[src/rtl/r22sdf_twiddle_mult_if.sv]
// Streaming sample bus for r22sdf_twiddle_mult: clock enable, complex input, complex output and
// start-of-frame marker.
interface r22sdf_twiddle_mult_if #(
  parameter int unsigned data_resolution = 16
);
  logic                              sys_en;
  logic signed [data_resolution-1:0] din_r;
  logic signed [data_resolution-1:0] din_i;
  logic signed [data_resolution-1:0] dout_r;
  logic signed [data_resolution-1:0] dout_i;
  logic                              dout_sof;

  modport master (
    output sys_en, din_r, din_i,
    input  dout_r, dout_i, dout_sof
  );

  modport slave (
    input  sys_en, din_r, din_i,
    output dout_r, dout_i, dout_sof
  );
endinterface

[src/rtl/r22sdf_twiddle_mult.sv]
// R22SDF inter-stage twiddle multiplier: y = x * W_L^e, 3 enabled cycles of latency.
// Optional macro R22SDF_TW_BYPASS_EN: e==0 samples pass through bit-exact instead of x*0x7FFF.
module r22sdf_twiddle_mult #(
  parameter int unsigned data_resolution = 16,
  parameter int unsigned tw_resolution   = 16,
  parameter int unsigned seg_len         = 16,
  parameter int unsigned delay_tick      = 0
) (
  input  logic                  sys_clk,
  input  logic                  sys_rst,
  r22sdf_twiddle_mult_if.slave  bus
);
  localparam int unsigned DW = data_resolution;
  localparam int unsigned TW = tw_resolution;
  localparam int unsigned KW = $clog2(seg_len);
  localparam int unsigned PW = DW + TW;
  localparam int unsigned SW = PW + 1;
  localparam logic [KW-1:0] KRst = KW'((seg_len - (delay_tick % seg_len)) % seg_len);
  localparam logic signed [SW-1:0] RndK = SW'(1) << (TW - 2);
  localparam logic signed [SW-1:0] MaxV = SW'((1 << (DW - 1)) - 1);
  localparam logic signed [SW-1:0] MinV = -MaxV - SW'(1);
  localparam longint TwoPiQ30 = 64'sd6746518851;

  // Fixed-point Q30 Taylor series, valid for |x| <= pi/2.
  function automatic longint taylor(input longint x, input bit is_sin);
    longint x2, term, sum, d;
    x2   = (x * x) >>> 30;
    term = is_sin ? x : (64'sd1 <<< 30);
    sum  = term;
    for (int n = 1; n < 12; n++) begin
      d    = is_sin ? longint'((2 * n) * (2 * n + 1)) : longint'((2 * n - 1) * (2 * n));
      term = -((term * x2) >>> 30) / d;
      sum  = sum + term;
    end
    return sum;
  endfunction

  function automatic logic [2*TW-1:0] tw_entry(input int unsigned e);
    longint quarter, qd, x, c, s, cr, sr, scale, cq, sq;
    quarter = longint'(seg_len / 4);
    qd      = longint'(e) / quarter;
    x       = (TwoPiQ30 * (longint'(e) % quarter)) / longint'(seg_len);
    c       = taylor(x, 1'b0);
    s       = taylor(x, 1'b1);
    case (qd)
      0:       begin cr = c;  sr = s;  end
      1:       begin cr = -s; sr = c;  end
      2:       begin cr = -c; sr = -s; end
      default: begin cr = s;  sr = -c; end
    endcase
    scale = (64'sd1 <<< (TW - 1)) - 64'sd1;
    cq    = (cr * scale + (64'sd1 <<< 29)) >>> 30;
    sq    = (sr * scale + (64'sd1 <<< 29)) >>> 30;
    return {TW'(cq), TW'(-sq)};
  endfunction

  function automatic logic signed [DW-1:0] sat(input logic signed [SW-1:0] v);
    if (v > MaxV) return DW'(MaxV);
    if (v < MinV) return DW'(MinV);
    return DW'(v);
  endfunction

  // Twiddle table {cos, -sin} of 2*pi*e/L, fixed at elaboration.
  logic [2*TW-1:0] w_rom [seg_len];
  for (genvar g = 0; g < seg_len; g++) begin : g_rom
    assign w_rom[g] = tw_entry(g);
  end

  logic [KW-1:0]          r_k;
  logic [1:0]             w_m;
  logic [KW-1:0]          w_e;
  logic [2*TW-1:0]        w_tw;
  logic signed [TW-1:0]   r_wr, r_wi;
  logic signed [DW-1:0]   r_ar1, r_ai1;
  logic                   r_sof1, r_sof2;
  logic signed [PW-1:0]   r_p_rr, r_p_ii, r_p_ri, r_p_ir;
  logic signed [SW-1:0]   w_re_sh, w_im_sh;
  logic signed [DW-1:0]   w_nxt_r, w_nxt_i;
  logic signed [DW-1:0]   r_dout_r, r_dout_i;
  logic                   r_dout_sof;
`ifdef R22SDF_TW_BYPASS_EN
  logic                   r_byp1, r_byp2;
  logic signed [DW-1:0]   r_ar2, r_ai2;
`endif

  always_comb begin
    unique case (r_k[KW-1:KW-2])
      2'd0:    w_m = 2'd0;
      2'd1:    w_m = 2'd2;
      2'd2:    w_m = 2'd1;
      default: w_m = 2'd3;
    endcase
    w_e  = KW'({2'b00, r_k[KW-3:0]} * KW'(w_m));
    w_tw = w_rom[w_e];
  end

  always_comb begin
    w_re_sh = ((SW'(r_p_rr) - SW'(r_p_ii)) + RndK) >>> (TW - 1);
    w_im_sh = ((SW'(r_p_ri) + SW'(r_p_ir)) + RndK) >>> (TW - 1);
    w_nxt_r = sat(w_re_sh);
    w_nxt_i = sat(w_im_sh);
`ifdef R22SDF_TW_BYPASS_EN
    if (r_byp2) begin
      w_nxt_r = r_ar2;
      w_nxt_i = r_ai2;
    end
`endif
  end

  always_ff @(posedge sys_clk or posedge sys_rst) begin
    if (sys_rst) begin
      r_k        <= KRst;
      r_wr       <= '0;
      r_wi       <= '0;
      r_ar1      <= '0;
      r_ai1      <= '0;
      r_sof1     <= 1'b0;
      r_sof2     <= 1'b0;
      r_p_rr     <= '0;
      r_p_ii     <= '0;
      r_p_ri     <= '0;
      r_p_ir     <= '0;
      r_dout_r   <= '0;
      r_dout_i   <= '0;
      r_dout_sof <= 1'b0;
`ifdef R22SDF_TW_BYPASS_EN
      r_byp1     <= 1'b0;
      r_byp2     <= 1'b0;
      r_ar2      <= '0;
      r_ai2      <= '0;
`endif
    end else if (bus.sys_en) begin
      r_k        <= r_k + KW'(1);
      r_wr       <= w_tw[2*TW-1:TW];
      r_wi       <= w_tw[TW-1:0];
      r_ar1      <= bus.din_r;
      r_ai1      <= bus.din_i;
      r_sof1     <= (r_k == '0);
      r_sof2     <= r_sof1;
      r_p_rr     <= PW'(r_ar1) * PW'(r_wr);
      r_p_ii     <= PW'(r_ai1) * PW'(r_wi);
      r_p_ri     <= PW'(r_ar1) * PW'(r_wi);
      r_p_ir     <= PW'(r_ai1) * PW'(r_wr);
      r_dout_r   <= w_nxt_r;
      r_dout_i   <= w_nxt_i;
      r_dout_sof <= r_sof2;
`ifdef R22SDF_TW_BYPASS_EN
      r_byp1     <= (w_e == '0);
      r_byp2     <= r_byp1;
      r_ar2      <= r_ar1;
      r_ai2      <= r_ai1;
`endif
    end
  end

  assign bus.dout_r   = r_dout_r;
  assign bus.dout_i   = r_dout_i;
  assign bus.dout_sof = r_dout_sof;
endmodule
[src/flat_wrapper.sv]
// flat-port wrapper written by rule: the top's interface ports become plain ports
module r22sdf_twiddle_mult_flat 
#(
  parameter int unsigned data_resolution = 16,
  parameter int unsigned tw_resolution   = 16,
  parameter int unsigned seg_len         = 16,
  parameter int unsigned delay_tick      = 0
)
  (sys_clk, sys_rst, bus_sys_en, bus_din_r, bus_din_i, bus_dout_r, bus_dout_i, bus_dout_sof);
  r22sdf_twiddle_mult_if #(.data_resolution(data_resolution)) bus_i ();
  input  logic sys_clk;
  input  logic sys_rst;
  input wire logic [$bits(bus_i.sys_en)-1:0] bus_sys_en;
  input wire logic [$bits(bus_i.din_r)-1:0] bus_din_r;
  input wire logic [$bits(bus_i.din_i)-1:0] bus_din_i;
  output wire logic [$bits(bus_i.dout_r)-1:0] bus_dout_r;
  output wire logic [$bits(bus_i.dout_i)-1:0] bus_dout_i;
  output wire logic [$bits(bus_i.dout_sof)-1:0] bus_dout_sof;
  assign bus_i.sys_en = bus_sys_en;
  assign bus_i.din_r = bus_din_r;
  assign bus_i.din_i = bus_din_i;
  assign bus_dout_r = bus_i.dout_r;
  assign bus_dout_i = bus_i.dout_i;
  assign bus_dout_sof = bus_i.dout_sof;
  r22sdf_twiddle_mult #(.data_resolution(data_resolution), .tw_resolution(tw_resolution), .seg_len(seg_len), .delay_tick(delay_tick)) u_core (.sys_clk(sys_clk), .sys_rst(sys_rst), .bus(bus_i));
endmodule
[config.mk]
export PLATFORM = sky130hd
export DESIGN_NAME = r22sdf_twiddle_mult_flat
export DESIGN_NICKNAME = d
export VERILOG_FILES = /design/src/rtl/r22sdf_twiddle_mult_if.sv /design/src/rtl/r22sdf_twiddle_mult.sv /design/src/flat_wrapper.sv
export SDC_FILE = /design/constraint.sdc
export NUM_CORES = 2
export LEC_CHECK = 0
export ABC_AREA = 0
export BUFFER_PORTS_ARGS = -buffer_cell sky130_fd_sc_hd__buf_2
export CAP_MARGIN = 40
export CORE_ASPECT_RATIO = 1.4
export CORE_UTILIZATION = 55
export DETAILED_ROUTE_END_ITERATION = 16
export PLACE_DENSITY = 0.77
export SYNTH_ARGS = -nofsm -noshare
export SYNTH_HDL_FRONTEND = slang
export SYNTH_SLANG_ARGS = --single-unit
[constraint.sdc]
create_clock -name sys_clk -period 20.6 [get_ports sys_clk]
set_clock_uncertainty 0.2 [all_clocks]
set_input_delay 1.03 -clock sys_clk [delete_from_list [all_inputs] [get_ports sys_clk]]
set_output_delay 1.03 -clock sys_clk [all_outputs]
set_load 0.005 [all_outputs]
==> results.md <==
* EDFF count, synth at 0
* Synth top area share at 42.3%
* Area grow syn2layout at 5.54%
* Outcome: finished clean
* Critical path fanouts, max at 20
* Drt pass-1 iters at 6
* Std-Cell Rows at 129
* Final setup vio count at 0
* Asr flop ratio synth at 100%
* Die height at 355 microns
* H-tree lvl count at 1
* Yosys warns at 0
* WS Path Type: flip-flop to flip-flop
* Vias in the first global route at 38200
* WP data required at 20.86 ns
* Fin. Hold Viols at 0
* Full die area at 0.0904 sq mm
* Detailed router's first-iteration violation count at 2204
* Reg clk slew, reported paths at 0.07 ns
* RSZ-0062 raised after global routing: false
* Max-cap viol count at 0
* Met1 Track Usage GR at ~32%
* CP peak stage delay at roughly 0.95 ns
* DP Worst Slack at 12.95 ns
* Syn_nets at around 6600
* Relative slew slack at approximately 36%
* Top FF cell, synth: dfrtp_1
* Final HPWL DP at ~100000 microns
* CTS Hold Bufs at 0
* Flop2flop setup slack at around 13 ns
* Worst path most repeated cell: fa_1
* Share of layout cells above drive strength 1 at 6.16%
* CTS tree: yes
* GRT busiest layer: met2
* # nets final at 6599
* Io pins at 68
* Post-cts sizing count at 0
* Critical path launch point type: flip-flop
* Final Cycle Share at 37.9%
* Top post-synthesis cells by area: fa_1 (42%), ha_1 (12%), dfrtp_1 (11%)
* Final WS setup at between 10 and 15 ns
* Final core utilization at 58.6%
* Achievable frequency at between 100 and 150 MHz
* CP top delay family: adder cells
* Register area share after synthesis at 11.3%
* Wire length per cell at 18.8 microns
* Clock buffer depth at 3
* #FFs+latches synth at 221
* Antenna violations before repair at 0
* Netlist cell types at 80
* Worst Tran Pin Value at 0.963 ns
* Post-synth top cells: inv_1 (1312), fa_1 (1037), nand2_1 (534)
* Crit path capture type: flip-flop
* Met2 global-route usage at just under 50%
* Global route total overflow at 0
* Initial Utilization at 55.6%
* CP Cell Sequence: clkinv_1, nor2_1, fa_1, inv_1, fa_1, inv_1, fa_1, fa_1, fa_1, inv_1, fa_1, inv_1, ha_1, nand3_1, nor2_1, a21oi_1, o21ai_0, nor4_1, o31ai_1, or4_1, a31oi_1, xnor2_1, mux2_2
* Overall Global Routing Usage at 27.7%
* Die X-Extent at 254 microns
* WP buf/inv at 5
* Hold Crit Class: flip-flop to flip-flop
* Cell taking the most area after synthesis: fa_1
* ANT nets after route at 0
* Cells after Synth at 5092
* Post-DR vias/cell at 5.51
* Input/output buffers at 67
* Cell with the most instances after synthesis: inv_1
* Slowest cell on crit path: clkinv_1
* Fin. max-slew vios at 0
* Mean Syn Cell Area at around 9.6 sq um
* Vias at between 30000 and 40000
* Clock sinks at 221
* Global Route met3 Usage at 2.78%
* WP data arrival at a little over 8 ns
* Post-CTS Setup Inserts at 0
* Clk_lat worst skew at 0.60 ns
* Setup TNS at 0 ns
* GPL Wtd Cong at 0.968
* Final worst path period need at just under 8 ns
* CTS root buf: clkbuf_16
* Synthesized cell area at 0.0491 sq mm
* # DRC at 0
* First-pass GRT wire length at 195000 microns
* Core area at 0.0883 sq mm
* CTS Buf Count at 27
* Final WL at approximately 120000 microns
* Largest net degree at the start of global routing at 128
==> area by class of cell <==
| class | instances | area, sq um |
|---|---|---|
| diodes | 1 | 2.50 |
| clock buffers | 31 | 731 |
| multi-input cells | 3375 | 37900 |
| well taps | 1179 | 1480 |
| inverters | 1314 | 4940 |
| flip-flops and latches | 221 | 5530 |
| fillers | 7391 | 36500 |
| repair buffers | 124 | 968 |
| clock inverters | 15 | 233 |
==> stage by stage <==
stage / std cells / instance area (sq um) / hold WS (ns)
floorplan: 5092 / 49100 / 0.257
finish: 6260 / 51800 / 0.295
global placement: 6202 / 50500 / 0.273
detailed placement: 6213 / 50800 / 0.290
global route: 6259 / 51800 / 0.328
CTS: 6259 / 51800 / 0.305
==> cell usage in the layout, fill, tap and decap left out, types with 13 or more instances in the layout <==
| master | n |
|---|---|
| a211oi_1 | 13 |
| a21o_1 | 85 |
| a21oi_1 | 158 |
| a221o_1 | 30 |
| and2_1 | 217 |
| buf_2 | 66 |
| buf_4 | 45 |
| clkbuf_16 | 27 |
| dfrtp_1 | 221 |
| fa_1 | 1037 |
| ha_1 | 464 |
| inv_1 | 1311 |
| mux2_2 | 108 |
| nand2_1 | 534 |
| nand2b_1 | 48 |
| nand3_1 | 35 |
| nor2_1 | 133 |
| nor2b_1 | 15 |
| nor3_1 | 18 |
| o21a_1 | 21 |
| o21ai_0 | 101 |
| o21bai_1 | 15 |
| xnor2_1 | 136 |
| xor2_1 | 47 |
==> metal layers <==
metal  up-vias  wire length, microns
li1      15300                     -
met1     17500                 42400
met2      1213                 61300
met3       465                  5900
met4         0                  8300
met5         -                     0
==> flip-flops by register name, summed over array words and instances, names as in the netlist <==
name and cells:
u_core.bus.dout_r 16, u_core.bus.dout_sof 1, u_core.r_p_ri 32, u_core.r_wi 11, u_core.r_p_ii 32, u_core.r_p_rr 32, u_core.r_k 4, u_core.r_ar1 16
u_core.r_sof1 1, u_core.r_sof2 1, u_core.r_ai1 16, u_core.bus.dout_i 16, u_core.r_p_ir 32, u_core.r_wr 11
==> worst min-delay path, cell delays in order (launching register included) <==
cell	delay (ns)
dfrtp_1	0.34
nor2_1	0.04
nor2_1	0.07
==> cells by family (layout without fill, tap and decap cells) <==
group	after synthesis	count (layout)	synth area share, %
adder cells (fa/ha/maj)	1501	1501	54.2
buffers and inverters	1496	1484	11.5
AND/OR/NAND/NOR	1050	1050	9.95
AO/OA/AOI/OAI	520	520	7.09
flip-flops	221	221	11.3
XOR/XNOR	183	183	3.27
multiplexers	121	121	2.78
other	0	1	0
==> path summary, 6_finish.rpt <==
check / depth (start not counted) / from / to
max in group asynchronous: 5 / sys_rst / u_core.r_p_ri[21]$_DFFE_PP0P_
min: 2 / u_core.bus.dout_i[15]$_DFFE_PP0P_ / u_core.bus.dout_i[15]$_DFFE_PP0P_
min reg2reg: 2 / u_core.bus.dout_i[15]$_DFFE_PP0P_ / u_core.bus.dout_i[15]$_DFFE_PP0P_
max reg2reg: 23 / u_core.r_wr[15]$_DFFE_PP0P_ / u_core.r_p_ir[30]$_DFFE_PP0P_
min in group asynchronous: 2 / sys_rst / u_core.bus.dout_r[13]$_DFFE_PP0P_
max: 23 / u_core.r_wr[15]$_DFFE_PP0P_ / u_core.r_p_ir[30]$_DFFE_PP0P_
Power is left out: the tool's default activity adds up to more than one toggle a clock period on the data nets, which glitch-free logic cannot reach.
